**src/rtl/uart_pkg.sv**
```systemverilog
// Shared UART definitions: receiver state encoding, frame width and the
// default baud divider used by both the TX and RX directions.
package uart_pkg;

    localparam int DATA_BITS            = 8;
    localparam int CLKS_PER_BIT_DEFAULT = 16;

    typedef enum logic [2:0] {
        IDLE,
        START,
        DATA,
        STOP,
        BREAK
    } rx_state_t;

endpackage : uart_pkg

```
**src/rtl/sync_ff.sv**
```systemverilog
// Multi-flop synchroniser for an asynchronous single-bit input; every stage
// resets to RESET_VAL so an idle-high line does not look like an edge.
module sync_ff #(
    parameter int   STAGES    = 2,
    parameter logic RESET_VAL = 1'b1
) (
    input  logic clk,
    input  logic rst,
    input  logic d,
    output logic q
);

    logic [STAGES-1:0] sync_q;
    logic [STAGES-1:0] sync_d;

    always_comb begin
        sync_d = {sync_q[STAGES-2:0], d};
    end

    always_ff @(posedge clk) begin
        if (rst) begin
            sync_q <= {STAGES{RESET_VAL}};
        end else begin
            sync_q <= sync_d;
        end
    end

    assign q = sync_q[STAGES-1];

endmodule : sync_ff

```
**src/rtl/uart_rx.sv**
```systemverilog
// 8N1 UART receiver: synchronised input, mid-bit sampling with a per-phase
// down-counter, and a valid/ack output register with overrun/framing flags.
module uart_rx
    import uart_pkg::*;
#(
    parameter int CLKS_PER_BIT = CLKS_PER_BIT_DEFAULT,
    parameter int SYNC_STAGES  = 2
) (
    input  logic                 clk,
    input  logic                 rst,
    input  logic                 rx,
    output logic [DATA_BITS-1:0] rx_data,
    output logic                 rx_valid,
    input  logic                 rx_ack,
    output logic                 frame_err,
    output logic                 overrun,
    output logic                 busy
);

    localparam int                TICK_W      = $clog2(CLKS_PER_BIT);
    localparam int                IDX_W       = $clog2(DATA_BITS);
    localparam logic [TICK_W-1:0] TICK_FULL   = TICK_W'(CLKS_PER_BIT - 1);
    localparam logic [TICK_W-1:0] TICK_HALF   = TICK_W'(CLKS_PER_BIT / 2 - 1);
    localparam logic [IDX_W-1:0]  LAST_IDX    = IDX_W'(DATA_BITS - 1);
    localparam logic [TICK_W-1:0] TICK_ONE    = TICK_W'(1);
    localparam logic [IDX_W-1:0]  IDX_ONE     = IDX_W'(1);

    logic rxs;

    rx_state_t              state_q,     state_d;
    logic [TICK_W-1:0]      tick_q,      tick_d;
    logic [IDX_W-1:0]       bit_idx_q,   bit_idx_d;
    logic [DATA_BITS-1:0]   shift_q,     shift_d;
    logic [DATA_BITS-1:0]   rx_data_q,   rx_data_d;
    logic                   rx_valid_q,  rx_valid_d;
    logic                   frame_err_q, frame_err_d;
    logic                   overrun_q,   overrun_d;

    sync_ff #(
        .STAGES    (SYNC_STAGES),
        .RESET_VAL (1'b1)
    ) u_rx_sync (
        .clk (clk),
        .rst (rst),
        .d   (rx),
        .q   (rxs)
    );

    always_comb begin
        state_d     = state_q;
        tick_d      = tick_q;
        bit_idx_d   = bit_idx_q;
        shift_d     = shift_q;
        rx_data_d   = rx_data_q;
        rx_valid_d  = rx_valid_q;
        frame_err_d = 1'b0;
        overrun_d   = 1'b0;

        // An ack retires the held byte unless a commit below re-asserts valid.
        if (rx_ack && rx_valid_q) begin
            rx_valid_d = 1'b0;
        end

        case (state_q)
            IDLE: begin
                if (!rxs) begin
                    state_d = START;
                    tick_d  = TICK_HALF;
                end
            end
            START: begin
                if (tick_q != '0) begin
                    tick_d = tick_q - TICK_ONE;
                end else if (!rxs) begin
                    state_d   = DATA;
                    bit_idx_d = '0;
                    tick_d    = TICK_FULL;
                end else begin
                    state_d = IDLE;
                end
            end
            DATA: begin
                if (tick_q != '0) begin
                    tick_d = tick_q - TICK_ONE;
                end else begin
                    shift_d[bit_idx_q] = rxs;
                    tick_d             = TICK_FULL;
                    if (bit_idx_q == LAST_IDX) begin
                        state_d = STOP;
                    end else begin
                        bit_idx_d = bit_idx_q + IDX_ONE;
                    end
                end
            end
            STOP: begin
                if (tick_q != '0) begin
                    tick_d = tick_q - TICK_ONE;
                end else if (rxs) begin
                    // Leaving at mid-stop-bit lets a back-to-back start edge be seen.
                    rx_data_d  = shift_q;
                    rx_valid_d = 1'b1;
                    overrun_d  = rx_valid_q && !rx_ack;
                    state_d    = IDLE;
                end else begin
                    frame_err_d = 1'b1;
                    state_d     = BREAK;
                end
            end
            BREAK: begin
                if (rxs) begin
                    state_d = IDLE;
                end
            end
            default: begin
                state_d = IDLE;
            end
        endcase
    end

    always_ff @(posedge clk) begin
        if (rst) begin
            state_q     <= IDLE;
            tick_q      <= '0;
            bit_idx_q   <= '0;
            shift_q     <= '0;
            rx_data_q   <= '0;
            rx_valid_q  <= 1'b0;
            frame_err_q <= 1'b0;
            overrun_q   <= 1'b0;
        end else begin
            state_q     <= state_d;
            tick_q      <= tick_d;
            bit_idx_q   <= bit_idx_d;
            shift_q     <= shift_d;
            rx_data_q   <= rx_data_d;
            rx_valid_q  <= rx_valid_d;
            frame_err_q <= frame_err_d;
            overrun_q   <= overrun_d;
        end
    end

    assign rx_data   = rx_data_q;
    assign rx_valid  = rx_valid_q;
    assign frame_err = frame_err_q;
    assign overrun   = overrun_q;
    assign busy      = (state_q != IDLE);

endmodule : uart_rx

```
**config.mk**
```make
export PLATFORM = sky130hd
export DESIGN_NAME = uart_rx
export DESIGN_NICKNAME = d
export VERILOG_FILES = /design/src/rtl/uart_pkg.sv /design/src/rtl/sync_ff.sv /design/src/rtl/uart_rx.sv
export SDC_FILE = /design/constraint.sdc
export NUM_CORES = 1
export LEC_CHECK = 0
export BUFFER_PORTS_ARGS = -buffer_cell sky130_fd_sc_hd__buf_2
export CORE_MARGIN = 2
export CORE_UTILIZATION = 50
export CTS_CLUSTER_DIAMETER = 60
export DETAILED_ROUTE_END_ITERATION = 10
export MAX_ROUTING_LAYER = met4
export PLACE_DENSITY = 0.73
export REMOVE_ABC_BUFFERS = 1
export SYNTH_ARGS = -nofsm -noshare
export SYNTH_HDL_FRONTEND = slang
export SYNTH_HIERARCHICAL = 1
export SYNTH_SLANG_ARGS = --single-unit
```
**constraint.sdc**
```tcl
create_clock -name clk -period 1.8 [get_ports clk]
set_input_delay 0.18 -clock clk [delete_from_list [all_inputs] [get_ports clk]]
set_output_delay 0.18 -clock clk [all_outputs]
set_load 0.01 [all_outputs]
```
# Yosys cells after proc, flatten, opt, wreduce, memory -nomap -nowiden
# Cells that the tools add are included.
word_totals:
  wordCells: 75
  ff_bits: 31
classes:
  n_lt_le_gt_ge: 2
  n_eq_ne: 15
  n_mux: 28
  add_sub_neg: 2
  reduce_logical: 16
  n_bitwise: 3
op_table:
  columns: ["op", "count"]
  rows:
  - ["two-way mux 3 bit", 11]
  - ["two-way mux 4 bit", 5]
  - ["inequality test 2 bit (second input constant)", 8]
  - ["case mux 4 bit (4 select lines)", 1]
  - ["case mux 3 bit (5 select lines)", 1]
  - ["bitwise mux 8 bit", 1]
  - ["nonzero test 4 bit", 2]
  - ["equality test 3 x 2 -> 1 bit (second input constant)", 2]
  - ["equality test 3 bit (second input constant)", 2]
  - ["two-way mux 1 bit", 6]
  - ["case mux 3 bit (2 select lines)", 1]
  - ["AND reduction 6 bit", 1]
  - ["AND reduction 5 bit", 1]
  - ["< comparator 3 x 4 -> 1 bit (second input constant)", 1]
  - ["AND reduction 4 bit", 1]
  - ["OR reduction 4 bit", 1]
  - ["subtractor 4 x 1 -> 4 bit (second input constant)", 1]
  - ["adder 3 x 1 -> 3 bit (second input constant)", 1]
  - ["demux 1 bit (select 3 bit)", 1]
  - ["equality test 3 x 1 -> 1 bit (second input constant)", 1]
  - [">= comparator 3 x 1 -> 1 bit (second input constant)", 1]
  - ["logical AND 1 bit", 3]
  - ["zero test 3 bit", 1]
  - ["inequality test 3 bit (second input constant)", 1]
  - ["other kinds (9)", 11]

# Longest topological paths before layout
depth:
  word_depth: 5
  depth_mapped: 7

# Hierarchy
# The synthesis kept the hierarchy.
modules_own_cells:
  columns: ["mod", "seq_area_each_um2", "cells_per_inst", "instances", "area_per_inst_um2"]
  rows:
  - ["uart_rx", 580.6, 138, 1, 1328.8]
  - ["sync_ff", 40.0, 4, 1, 52.6]

# Least setup slack after synthesis
# No wires, ideal clock.
synth_timing:
  path_type: "register -> register"
  start: "register tick_q[0]"
  end: "register shift_q[3]"
  required_time_ns: 1.672
  stages_incl_launch_ff: 7
  setup_slack_ns: 0.074
  synth_period_minus_slack_ns: 1.726
  path_buffers: 0
  t_arrival_ns: 1.598
  path_cell_list: "dfxtp_1 -> inv_1 -> ha_1 -> or4b_4 -> nor4b_4 -> mux2i_1 -> nor2_1"
synth_between:
  elab_chain_len: 3
synth_rtl:
  columns: ["element", "line", "text"]
  rows:
  - ["start: declaration", "uart_rx.sv:31", "logic [TICK_W-1:0] tick_q, tick_d;"]
  - ["start signal: assignment", "uart_rx.sv:132", "tick_q <= tick_d;"]
  - ["nonzero test 4 bit", "uart_rx.sv:83", "if (tick_q != '0) begin"]
  - ["NOT 1 bit (no line)", null, null]
  - ["AND reduction 2 bit (no line)", null, null]
  - ["end signal: assignment", "uart_rx.sv:134", "shift_q <= shift_d;"]
  - ["end: declaration", "uart_rx.sv:33", "logic [DATA_BITS-1:0] shift_q, shift_d;"]
# No other way between the ends.
# A chain may end at the register's enable or synchronous reset.

# Worst setup path after layout
layout_timing:
  start: "register tick_q[1]"
  end: "register shift_q[3]"
# Same word-level chain as after synthesis.

==> impl_results.md <==
- Outcome: completed
- Synth Area per Inst: approximately 10 sq um
- Worst-margin pin slew: approximately 0.54 ns
- Initial antenna violation count: 0
- Period utilization: 0.976
- Critical Path, Cell by Cell: inv_2, ha_4, or4b_4, nor4b_4, mux2i_1, nor2_1
- Die Y: 56.6 um
- Fin nets: 172
- Hold_ws: 0.0273 ns
- ANT cells: 0
- Initial core utilization: 0.514
- CTS Hold Buffers Added: 0
- Router iterations before antenna repair: 4
- Sequential area share after synthesis: 0.449
- Clock transition at the registers of the reported paths: 0.08 ns
- Finished layout cell area: 1620 sq um
- Worst Path Arrival: roughly 2 ns
- Final setup vio count: 0
- CP Launch Point: tick_q[1]
- Required @ worst endpoint: 2.00 ns
- Crit path buf inv count: 1
- Max incr delay on CP: a little over 0.5 ns
- WL final: 2620 um
- Ys Warns: 6
- Worst Setup End Kind: flop
- CTS root buf: clkbuf_4
- Crit Path Max Fanout: 4
- Crit-path leading delay family: simple AND/OR/NAND/NOR gates
- Share of layout cells above drive strength 1: 0.285
- Post-Synthesis Cells: about 140
- Power per cell area: approximately 790 nW/um^2
- Most frequent cells in the layout: dfxtp_1 (29), nor2_1 (23), mux2i_1 (18), buf_2 (15), buf_4 (11)
- Die width: 56.6 um
- Crit-path slowest cell: or4b_4
- Max_cap viols: 0
- Die ar.: 3200 sq um
- Yosys cell types: 34
- Setup slack, reg-to-reg: 0.04 ns
- Remaining DRCs: 0
- Row cnt: 19
- GRT Util Overall: 0.184
- Final Wtd Congestion: 0.752
- Post-route ant nets: 0
- Most common cell after layout, fill and taps aside: dfxtp_1
- Placement Cell Area: 1540 sq um
- Syn-to-layout area delta: 17.5%
- Core region area: 2690 sq um
- Clock Tree Buf Depth: 2
- Final Max Slew Viols: 0
- Clock Skew: 0.00454 ns
- Buffers on Ports: 15
- Ports: 16
- Hold Path Stages: 2
- Slew margin rel.: 0.637
- Routed wire per std cell: between 10 and 15 um
- First-pass GRT wire length: 4370 um
- Worst r2r src: tick_q[1]
- Vias per cell: 5.53
- Number of DRC markers in iteration 0: 12
- Total number of vias: 1,084
- Pre-CTS WS: -0.0175 ns
- Reg2reg end: shift_q[3]
- Final hold vios: 0
- Unrepaired setup endpoints after global routing: true
- Worst reg2reg path depth: 6
- Post-DP HPWL: around 1900 um
- Clk sinks: 31
- TritonCTS clock tree: done
- Hold/Removal Path Class: primary input to flop
- GR Overflow Total: 0
- Tmin final: 1.76 ns
- Crit path capture: shift_q[3]
- Max VDD drop: about 0.72 mV
- F_max: 0.569 GHz
- Leakage power total: 0.706 nW
- Cell area after synthesis: 1380 sq um
- Crit start category: flop
- # fillers: ~240
- Final Worst Setup Slack: 0.0428 ns
- Number of global-route vias before repair: 942
- Cts bufs inserted: 5
- FF+latch count, synth: 31
- Critical path type: flop to flop
- Largest net degree at the start of global routing: 32
- Skew-Pair Late Insertion Delay: 0.33 ns
- Number of cells on the critical path: 6
- H-Tree Depth: 2
- Overall power: 0.00129 W
registers in the layout, indices dropped and copies added (netlist names):
register / count
tick_q: 4
state_q: 3
rx_data: 8
frame_err: 1
shift_q: 8
u_rx_sync/sync_q: 2
rx_valid: 1
overrun: 1
bit_idx_q: 3
cell type report:
| cell class | instances | area, sq um | area share |
|---|---|---|---|
| clock inverter | 1 | 5.00 | 0.00308 |
| multi-input combinational | 97 | 732 | 0.451 |
| sequential | 31 | 623 | 0.384 |
| clock buffer | 6 | 51.3 | 0.0316 |
| inverter | 4 | 15.0 | 0.00925 |
| timing repair buffer | 26 | 158 | 0.0971 |
| tap | 31 | 38.8 | 0.0239 |
worst min path at each step:
| stage | startpoint | end |
|---|---|---|
| 3_5_place_dp | rx | u_rx_sync/sync_q[0] |
| 3_3_place_gp | rx | u_rx_sync/sync_q[0] |
| 5_1_grt | rx | u_rx_sync/sync_q[0] |
| 6_report | rx | u_rx_sync/sync_q[0] |
| 2_1_floorplan | rst | bit_idx_q[1] |
| 4_1_cts | rx | u_rx_sync/sync_q[0] |
synthesized netlist by cell type (all sizes together):
master | number | area share
nand2b | 2 | 0.0091
o21ai | 1 | 0.0036
nand4 | 3 | 0.014
nand3 | 2 | 0.0072
a2111oi | 1 | 0.0063
nand4b | 1 | 0.0063
buf | 1 | 0.0036
a311oi | 2 | 0.013
nor3 | 5 | 0.018
dfxtp | 31 | 0.45
a21oi | 4 | 0.014
mux2i | 18 | 0.13
nand2 | 6 | 0.016
a22o | 1 | 0.0063
or2 | 2 | 0.0091
nor4b | 3 | 0.039
nor3b | 4 | 0.025
mux2 | 1 | 0.0082
clkbuf | 9 | 0.026
nor4 | 2 | 0.018
o41ai | 1 | 0.0063
o2111ai | 2 | 0.013
nand3b | 2 | 0.011
o22ai | 1 | 0.0045
or3 | 2 | 0.0091
a221oi | 1 | 0.0063
nor2 | 23 | 0.062
inv | 4 | 0.011
a211oi | 3 | 0.016
or4b | 1 | 0.010
ha | 3 | 0.027
metrics by stage:
stage / setup TNS (ns) / utilization / cells
after global placement: 0 / 0.572 / 189
after detailed placement: -0.0175 / 0.572 / 189
final: 0 / 0.604 / 196
after floorplan: -0.207 / - / 132
after CTS: 0 / 0.597 / 196
after global routing: -0.0382 / 0.604 / 196
layer usage:
layer  global-route usage  wire, um  up-vias
met5                    -         0        -
met4               0.0714        29        0
met3               0.0691       108        4
met2                0.291      1260       21
met1                0.212      1220      504
li1                     -         -      555
power breakdown:
group | switching [W] | total, W | leakage, nW | internal (W)
clock network | 0.000221 | 0.000401 | 0.0341 | 0.000180
registers | 0.0000147 | 0.000714 | 0.252 | 0.000699
logic | 0.0000888 | 0.000172 | 0.420 | 0.0000829
total | 0.000324 | 0.00129 | 0.706 | 0.000962
kinds of logic (layout without fill, tap and decap cells):
kind of cell / after synthesis / after routing / synth area share
multiplexers: 19 / 19 / 0.139
AND/OR/NAND/NOR: 58 / 58 / 0.255
adder cells (fa/ha/maj): 3 / 3 / 0.0272
buffers and inverters: 14 / 37 / 0.0408
flip-flops: 31 / 31 / 0.449
AO/OA/AOI/OAI: 17 / 17 / 0.0897
timing repair:
item	in CTS	in global routing
setup endpoints to repair	2	6
pin swaps	1	2
resized for setup	2	6
setup buffers	0	0
hold endpoints to repair	0	0
Note: power is estimated with default switching activity, not from simulation.
